**src/rtl/csi_pkg.sv**
```systemverilog
// rtl/csi_pkg.sv - shared CSI-2 protocol types, constants, ECC and CRC helpers
package csi_pkg;

  typedef enum logic [2:0] {
    IDLE,
    HDR,
    PAYLOAD,
    CRC,
    WAIT_EOT
  } csi_state_t;

  localparam logic [5:0] DT_FS        = 6'h00;
  localparam logic [5:0] DT_FE        = 6'h01;
  localparam logic [5:0] DT_LS        = 6'h02;
  localparam logic [5:0] DT_LE        = 6'h03;
  localparam logic [5:0] DT_RAW8      = 6'h2A;
  localparam logic [5:0] DT_RAW10     = 6'h2B;
  localparam logic [5:0] SHORT_DT_MAX = 6'h0F;

  // Parity coverage of each ECC bit over {WC[15:0], DI[7:0]}
  localparam logic [23:0] ECC_MASK_0 = 24'hF12CB7;
  localparam logic [23:0] ECC_MASK_1 = 24'hF2555B;
  localparam logic [23:0] ECC_MASK_2 = 24'h749A6D;
  localparam logic [23:0] ECC_MASK_3 = 24'hB8E38E;
  localparam logic [23:0] ECC_MASK_4 = 24'hDF03F0;
  localparam logic [23:0] ECC_MASK_5 = 24'hEFFC00;

  function automatic logic [5:0] csi_ecc(input logic [23:0] d);
    logic [5:0] p;
    p[0] = ^(d & ECC_MASK_0);
    p[1] = ^(d & ECC_MASK_1);
    p[2] = ^(d & ECC_MASK_2);
    p[3] = ^(d & ECC_MASK_3);
    p[4] = ^(d & ECC_MASK_4);
    p[5] = ^(d & ECC_MASK_5);
    return p;
  endfunction

  // Reflected CRC-16 (0x8408), data consumed LSB first
  function automatic logic [15:0] csi_crc16_byte(input logic [15:0] crc, input logic [7:0] b);
    logic [15:0] c;
    c = crc;
    for (int i = 0; i < 8; i++) begin
      if (c[0] ^ b[i]) c = (c >> 1) ^ 16'h8408;
      else             c = c >> 1;
    end
    return c;
  endfunction

endpackage

```
**src/rtl/csi_crc16.sv**
```systemverilog
// rtl/csi_crc16.sv - byte-wide running CRC-16 accumulator
module csi_crc16
  import csi_pkg::*;
(
  input  logic        hs_clk,
  input  logic        rst,
  input  logic        clear,
  input  logic        enable,
  input  logic [7:0]  byte_in,
  output logic [15:0] crc
);

  always_ff @(posedge hs_clk) begin
    if (rst || clear) crc <= 16'hFFFF;
    else if (enable)  crc <= csi_crc16_byte(crc, byte_in);
  end

endmodule

```
**src/rtl/csi_slave_protocol_layer.sv**
```systemverilog
// rtl/csi_slave_protocol_layer.sv - CSI-2 receive packet parser (header ECC, payload, CRC)
module csi_slave_protocol_layer
  import csi_pkg::*;
#(
  parameter logic [15:0] MAX_WC = 16'hFFFF
) (
  input  logic        hs_clk,
  input  logic        rst,
  input  logic        rx_active_hs,
  input  logic        rx_sync_hs,
  input  logic        rx_valid_hs,
  input  logic [7:0]  rx_byte_hs,
  output logic        hdr_valid,
  output logic [1:0]  hdr_vc,
  output logic [5:0]  hdr_dt,
  output logic [15:0] hdr_wc,
  output logic        hdr_short,
  output logic        data_valid,
  output logic [7:0]  data,
  output logic        data_last,
  output logic        pkt_done,
  output logic        crc_err,
  output logic        ecc_err,
  output logic        trunc_err
);

  csi_state_t  state;
  logic [1:0]  byte_cnt;
  logic [7:0]  di;
  logic [7:0]  wc_lo;
  logic [7:0]  wc_hi;
  logic [15:0] remaining;
  logic        crc_lo_ok;
  logic [15:0] crc_val;
  logic [5:0]  syndrome;
  logic        wc_too_big;
  logic        is_short;

  assign syndrome   = csi_ecc({wc_hi, wc_lo, di}) ^ rx_byte_hs[5:0];
  assign wc_too_big = {16'd0, wc_hi, wc_lo} > {16'd0, MAX_WC};
  assign is_short   = di[5:0] <= SHORT_DT_MAX;

  // CRC sits at its init value whenever no packet is open
  csi_crc16 u_crc (
    .hs_clk  (hs_clk),
    .rst     (rst),
    .clear   (state == IDLE),
    .enable  ((state == PAYLOAD) && rx_active_hs && rx_valid_hs),
    .byte_in (rx_byte_hs),
    .crc     (crc_val)
  );

  always_ff @(posedge hs_clk) begin
    hdr_valid  <= 1'b0;
    data_valid <= 1'b0;
    data_last  <= 1'b0;
    pkt_done   <= 1'b0;
    crc_err    <= 1'b0;
    ecc_err    <= 1'b0;
    trunc_err  <= 1'b0;
    if (rst) begin
      state     <= IDLE;
      byte_cnt  <= 2'd0;
      di        <= 8'd0;
      wc_lo     <= 8'd0;
      wc_hi     <= 8'd0;
      remaining <= 16'd0;
      crc_lo_ok <= 1'b0;
      hdr_vc    <= 2'd0;
      hdr_dt    <= 6'd0;
      hdr_wc    <= 16'd0;
      hdr_short <= 1'b0;
      data      <= 8'd0;
    end else begin
      case (state)
        IDLE: begin
          if (rx_valid_hs && rx_sync_hs) begin
            di       <= rx_byte_hs;
            byte_cnt <= 2'd1;
            state    <= HDR;
          end
        end
        HDR: begin
          if (!rx_active_hs) begin
            trunc_err <= 1'b1;
            state     <= IDLE;
          end else if (rx_valid_hs) begin
            case (byte_cnt)
              2'd1: begin
                wc_lo    <= rx_byte_hs;
                byte_cnt <= 2'd2;
              end
              2'd2: begin
                wc_hi    <= rx_byte_hs;
                byte_cnt <= 2'd3;
              end
              default: begin
                byte_cnt <= 2'd0;
                if (syndrome != 6'd0 || wc_too_big) begin
                  ecc_err <= 1'b1;
                  state   <= WAIT_EOT;
                end else begin
                  hdr_valid <= 1'b1;
                  hdr_vc    <= di[7:6];
                  hdr_dt    <= di[5:0];
                  hdr_wc    <= {wc_hi, wc_lo};
                  hdr_short <= is_short;
                  remaining <= {wc_hi, wc_lo};
                  if (is_short)                     state <= WAIT_EOT;
                  else if ({wc_hi, wc_lo} == 16'd0) state <= CRC;
                  else                              state <= PAYLOAD;
                end
              end
            endcase
          end
        end
        PAYLOAD: begin
          if (!rx_active_hs) begin
            trunc_err <= 1'b1;
            state     <= IDLE;
          end else if (rx_valid_hs) begin
            data       <= rx_byte_hs;
            data_valid <= 1'b1;
            remaining  <= remaining - 16'd1;
            if (remaining == 16'd1) begin
              data_last <= 1'b1;
              byte_cnt  <= 2'd0;
              state     <= CRC;
            end
          end
        end
        CRC: begin
          if (!rx_active_hs) begin
            trunc_err <= 1'b1;
            state     <= IDLE;
          end else if (rx_valid_hs) begin
            if (byte_cnt == 2'd0) begin
              crc_lo_ok <= (rx_byte_hs == crc_val[7:0]);
              byte_cnt  <= 2'd1;
            end else begin
              pkt_done <= 1'b1;
              crc_err  <= !(crc_lo_ok && (rx_byte_hs == crc_val[15:8]));
              state    <= WAIT_EOT;
            end
          end
        end
        WAIT_EOT: begin
          if (!rx_active_hs) state <= IDLE;
        end
        default: state <= IDLE;
      endcase
    end
  end

endmodule

```
**config.mk**
```make
export PLATFORM = sky130hd
export DESIGN_NAME = csi_slave_protocol_layer
export DESIGN_NICKNAME = d
export VERILOG_FILES = /design/src/rtl/csi_pkg.sv /design/src/rtl/csi_crc16.sv /design/src/rtl/csi_slave_protocol_layer.sv
export SDC_FILE = /design/constraint.sdc
export NUM_CORES = 1
export LEC_CHECK = 0
export BUFFER_PORTS_ARGS = -buffer_cell sky130_fd_sc_hd__buf_2
export CAP_MARGIN = 25
export CORE_AREA = 2 2 112 114
export DETAILED_ROUTE_END_ITERATION = 7
export DIE_AREA = 0 0 114 116
export SLEW_MARGIN = 5
export SYNTH_ARGS = -nofsm -noshare
export SYNTH_HDL_FRONTEND = slang
export SYNTH_SLANG_ARGS = --single-unit
export TNS_END_PERCENT = 100
```
**constraint.sdc**
```tcl
create_clock -name hs_clk -period 3.65 [get_ports hs_clk]
set_input_delay 0.1825 -clock hs_clk [delete_from_list [all_inputs] [get_ports hs_clk]]
set_output_delay 0.1825 -clock hs_clk [all_outputs]
set_load 0.01 [all_outputs]
```
## Word-level counts from Yosys, hierarchy flattened

Index checks and enable logic that the tools add are counted.

| cells by class | value |
|---|---|
| order comparisons | 1 |
| multiplexer cells | 61 |
| reductions and logical operators | 35 |
| bitwise operators | 25 |
| add/sub/neg operators | 1 |
| equal/unequal tests | 27 |

Operators by type and width:

| cell | number |
|---|---|
| $mux W16 | 28 |
| $reduce_xor A24 Y1 | 6 |
| $mux W3 | 13 |
| $pmux W16 S2 | 1 |
| $not A2 Y3 | 8 |
| $ne A2 B2 Y1 const B | 11 |
| $mux W2 | 9 |
| $eq A16 B1 Y1 const B | 1 |
| $eq A8 B8 Y1 | 2 |
| $logic_not A16 Y1 | 1 |
| $sub A16 B1 Y16 const B | 1 |
| $ne A3 B3 Y1 const B | 5 |
| $pmux W3 S5 | 1 |
| $reduce_and A4 Y1 | 3 |
| $reduce_and A10 Y1 | 1 |
| $not A1 Y1 | 8 |
| $pmux W2 S4 | 1 |
| $reduce_and A8 Y1 | 1 |
| $reduce_or A4 Y1 | 2 |
| $xor A1 B1 Y1 | 8 |
| $mux W1 | 7 |
| $reduce_and A7 Y1 | 1 |
| $eq A3 B2 Y1 const B | 2 |
| $le A6 B4 Y1 const B | 1 |
| 23 further kinds | 28 |

| word-level totals | value |
|---|---|
| flip-flop bits (word level) | 102 |
| output and inout bits | 40 |
| input port bits | 13 |
| logic and storage cells | 170 |

## Logic depth before layout (Yosys ltp)

| depth | value |
|---|---|
| word-level depth | 31 |
| mapped depth | 11 |
| mapped depth without buffers | 9 |

## Cells and area by module

From an unflattened synthesis, not the netlist that was laid out.

| second synthesis, totals | value |
|---|---|
| cells, all modules | 660 |
| area total of the unflattened synthesis | 5554.1 µm² |

By module, submodules not included:

| module | area each (µm²) | sequential area each (µm²) | instances | cells each |
|---|---|---|---|---|
| csi_slave_protocol_layer | 4659.5 | 1721.7 | 1 | 579 |
| csi_crc16 | 894.6 | 320.3 | 1 | 81 |

## Worst setup path after synthesis

Ideal clock, no wire load.

| timing path | value |
|---|---|
| path kind | reg2reg |
| start | register wc_hi[6] |
| end | register remaining[14] |
| buffers on the path | 2 |
| stages on the path, launching flop included | 12 |
| path slack | 665 ps |
| required time | 3501 ps |
| library setup time | 149 ps |
| arrival time | 2836 ps |
| clock period less this slack | 2985 ps |
| cell sequence | dfxtp_1 -> inv_1 -> ha_1 -> xnor3_2 -> xnor3_2 -> xnor2_2 -> nand4_2 -> or3_2 -> clkbuf_1 -> buf_6 -> nand4b_1 -> o311ai_0 |

| on the way | value |
|---|---|
| cells in the longest elaborated chain, start to end | 5 |
| elaborated cells between the ends (all ways) | 14 |
| classes of those cells | 1 x eq/ne; 5 x mux; 1 x bitwise; 7 x reduce/logical |

Ends and longest elaborated chain:

| what | line | RTL |
|---|---|---|
| from (decl) | csi_slave_protocol_layer.sv:31 | `logic [7:0] wc_hi;` |
| from (signal assigned) | csi_slave_protocol_layer.sv:94 | `wc_hi <= rx_byte_hs;` |
| $reduce_xor A24 Y1, or another cell as far along | csi_pkg.sv:30 | `p[0] = ^(d & ECC_MASK_0);` |
| $xor A6 B6 Y6 or $mux W16 (tied branches) | csi_slave_protocol_layer.sv:39, csi_slave_protocol_layer.sv:88 |  |
| $reduce_bool A6 Y1 or $mux W16 (tied branches) | csi_slave_protocol_layer.sv:99, csi_slave_protocol_layer.sv:87 |  |
| $ne A2 B2 Y1 (no line) or $mux W16 (tied branches) | n/a |  |
| $reduce_and A7 Y1 (no line) or $pmux W16 S2 (tied branches) | n/a |  |
| to (signal assigned) | csi_slave_protocol_layer.sv:108 | `remaining <= {wc_hi, wc_lo};` |
| to (signal assigned) | csi_slave_protocol_layer.sv:124 | `remaining <= remaining - 16'd1;` |
| to (decl) | csi_slave_protocol_layer.sv:32 | `logic [15:0] remaining;` |

Parallel ways exist; a longest one is shown, timed or not. The select of a mux whose other input is x is not followed.
A chain may end at the register's enable or synchronous reset.

## Worst setup path after layout

| timing path | value |
|---|---|
| start | register wc_hi[6] |
| end | register remaining[15] |

| on the way | value |
|---|---|
| cells in the longest elaborated chain, start to end | 5 |
| elaborated cells between the ends (all ways) | 9 |
| classes of those cells | 1 x eq/ne; 1 x bitwise; 7 x reduce/logical |

Ends and longest elaborated chain:

| what | line | RTL |
|---|---|---|
| $reduce_xor A24 Y1 (on tied branches) | n/a |  |
| $xor A6 B6 Y6 (*) | csi_slave_protocol_layer.sv:39 | `assign syndrome = csi_ecc({wc_hi, wc_lo, di}) ^ rx_byte_hs[5:0];` |
| $reduce_bool A6 Y1 (*) | csi_slave_protocol_layer.sv:99 | `if (syndrome != 6'd0 \|\| wc_too_big) begin` |
| $ne A2 B2 Y1 (no line) (*) | n/a |  |
| $reduce_and A7 Y1 (no line) (*) | n/a |  |

Every way passes the cells marked *; elsewhere a longest branch is shown, timed or not.

==> flow_metrics.tcl <==
set metrics [dict create \
    status "complete, no violations" \
    critical_path_arrival_ns 3.43 \
    clockRootBuffer "clkbuf_16" \
    drive_above_1_share_pct 14.80 \
    synthXorXnorAreaFrac_pct 14.47 \
    post_cts_resized 0 \
    period_share_pct 87.53 \
    rsz0062_at_grt "no" \
    synth_cell_types 53 \
    routed_wl_mm 14.33 \
    numCtsBuffers 9 \
    fin_cells 809 \
    powerDensity_nw_per_um2 396.9 \
    syn_area_per_cell_um2 8.620 \
    end_kind "register" \
    post-route-min-period_ns 3.195 \
    synth-main-ff-cell "dfxtp_1" \
    fin_total_pwr_mw 2.393 \
    synthCells 626 \
    antenna_found_initial 0 \
    leakagePower_nw 2.346 \
    path_class "register to register" \
    grt_usage_pct 22.35 \
    synthTopCellsByArea "dfxtp_1 (38%), xnor2_1 (7.3%), mux2i_1 (5.6%)" \
    path_cells "inv_1, ha_1, xnor3_2, xnor3_2, xnor2_2, nand4_2, nor3_4, buf_4, nor2_1, o311ai_0" \
    vias 4565 \
    cts_sinks 102 \
    final_common_cell "dfxtp_1" \
    diodes 0 \
    place_worst_setup_slack_ns 0.4829 \
    synthMuxAreaShare_pct 5.982 \
    layout_common_cells "dfxtp_1 (102), nand2_1 (80), buf_2 (52)" \
    cts_hold_buffers 0 \
    synth_largest_area_cell "dfxtp_1" \
    crit_family "XOR/XNOR gates" \
    gr-total-overflow 0 \
    ys_async_sr_fraction_pct 0 \
    clk_latency_ns 0.36 \
    cts.path.max_buffers 2 \
    yosysSeqAreaShare_pct 37.84 \
    synth_compound_area_share_pct 12.50 \
    cts_tree "built" \
    syn_area_um2 5396 \
    hold_class "input pin to register" \
    crit_buf_inv 2 \
    fin_setup_tns_ns 0 \
    grt_pass1_vias 4260 \
    yosys.area_share.simple_pct 20.80 \
    nNetsFinal 684 \
    drt_iter0_markers 309 \
    path_max_fanout 16 \
    htree_num_levels 3 \
    drtAntennaViolNets 0 \
    io_buffers 52 \
    drc 0 \
    synth_top_family_by_area "simple AND/OR/NAND/NOR gates" \
    die_area_um2 13220 \
    core_um2 11910 \
    wl_per_cell_um 17.71 \
    drt_pre_antenna_iters 5 \
    yosys_warnings 0 \
    max_stage_delay_ns 0.45 \
    synth-edff-count 0 \
    ir_worst_vdd_mv 0.3158 \
    synthesis.nets 653 \
    finalSetupViolCount 0 \
    avgViaCountPerCell 5.643 \
    boundaryPins 53 \
    gp_congestion 0.9287 \
    max_freq_mhz 313.0 \
    grt_pass1_wl_mm 22.78 \
    synth_seq_cells 102 \
    hold_viol_final 0 \
    cts_setup_buffers 0 \
    drv_slew 0 \
    relSlewSlack_pct 52.10 \
    maxCapViolCount 0 \
    grt_max_degree 62 \
    dieWidth_um 114 \
    die_h_um 116 \
    fin_ws_ns 0.4550 \
    clkSlewWorstSetupHoldPaths_ns 0.08 \
    dp_hpwl_mm 10.14 \
    path_common_cell "xnor3_2" \
    cp_slowest_cell "dfxtp_1" \
    synth_top_area_share_pct 37.84 \
    crit_required_ns 3.88 \
    ff2ff_setup_slack_ns 0.45 \
    synth-adder-area-share_pct 3.246 \
    finClkSkew_ns 0.009534 \
    cp-start-kind "register" \
    start_util_pct 45.30 \
    area_growth_pct 11.76 \
    dp.cells 792 \
    num_rows 40 \
    tightest_slew_ns 0.7186 \
]
area by class of cell:
type	count	area, µm²
timing repair buffer	64	350.3
multi-input combinational	454	3075
inverter	26	97.59
tap	147	183.9
clock inverter	7	56.30
sequential	102	2042
clock buffer	9	225.2
fill	1153	5881
metrics by stage:
step,util [%],cell area (µm²),hold slack (ns)
4_1_cts,50.57,6023,0.06108
3_3_place_gp,48.20,5742,0.4361
2_1_floorplan,-,5396,0.2612
5_1_grt,50.63,6031,0.06918
3_5_place_dp,48.20,5742,0.4434
6_report,50.63,6031,0.06622
flip-flops by register name, indices dropped and copies added (netlist names), 3 cells and up:
| name | count |
|---|---|
| state | 3 |
| remaining | 16 |
| hdr_wc | 16 |
| hdr_dt | 6 |
| data | 8 |
| u_crc.crc | 16 |
| wc_lo | 8 |
| wc_hi | 8 |
| di | 8 |
path summary, 6_finish.rpt:
kind / start / end / cells past startpoint
setup / recovery: wc_hi[6]$_SDFFE_PP0P_ / remaining[15]$_SDFFE_PP0P_ / 10
hold / removal: rx_active_hs / trunc_err$_SDFF_PP0_ / 2
setup reg to reg: wc_hi[6]$_SDFFE_PP0P_ / remaining[15]$_SDFFE_PP0P_ / 10
hold reg to reg: crc_lo_ok$_SDFFE_PP0P_ / crc_err$_SDFF_PP0_ / 1
power by group:
| group | total, mW | switching (mW) | leakage [nW] | internal, mW |
|---|---|---|---|---|
| logic | 0.309 | 0.171 | 1.39 | 0.138 |
| registers | 1.15 | 0.0239 | 0.823 | 1.13 |
| clock network | 0.934 | 0.462 | 0.136 | 0.473 |
metal layers:
metal / wire length (µm) / track usage [%] / up-vias
met5: 0 / 0 / -
met4: 127 / 4.553 / 0
met3: 768 / 5.126 / 10
met2: 6985 / 38.29 / 144
met1: 6446 / 29.08 / 2183
li1: - / - / 2228
cell usage after synthesis (8+ instances only):
cell type	count
dfxtp_1	102
nand2_1	80
nor2_1	50
a21oi_1	47
xnor2_1	45
clkbuf_1	40
mux2i_1	30
nand3_1	28
inv_1	26
o211ai_1	17
xor2_1	17
ha_1	14
nor3_1	12
o21ai_0	11
nor4_1	8
kinds of logic after synthesis:
group	Yosys count
simple gates	229
flops	102
fa+ha+maj	14
mux	32
buf+inv	70
xor+xnor	73
compound gates	106
Note: power is estimated with default switching activity, not from simulation.
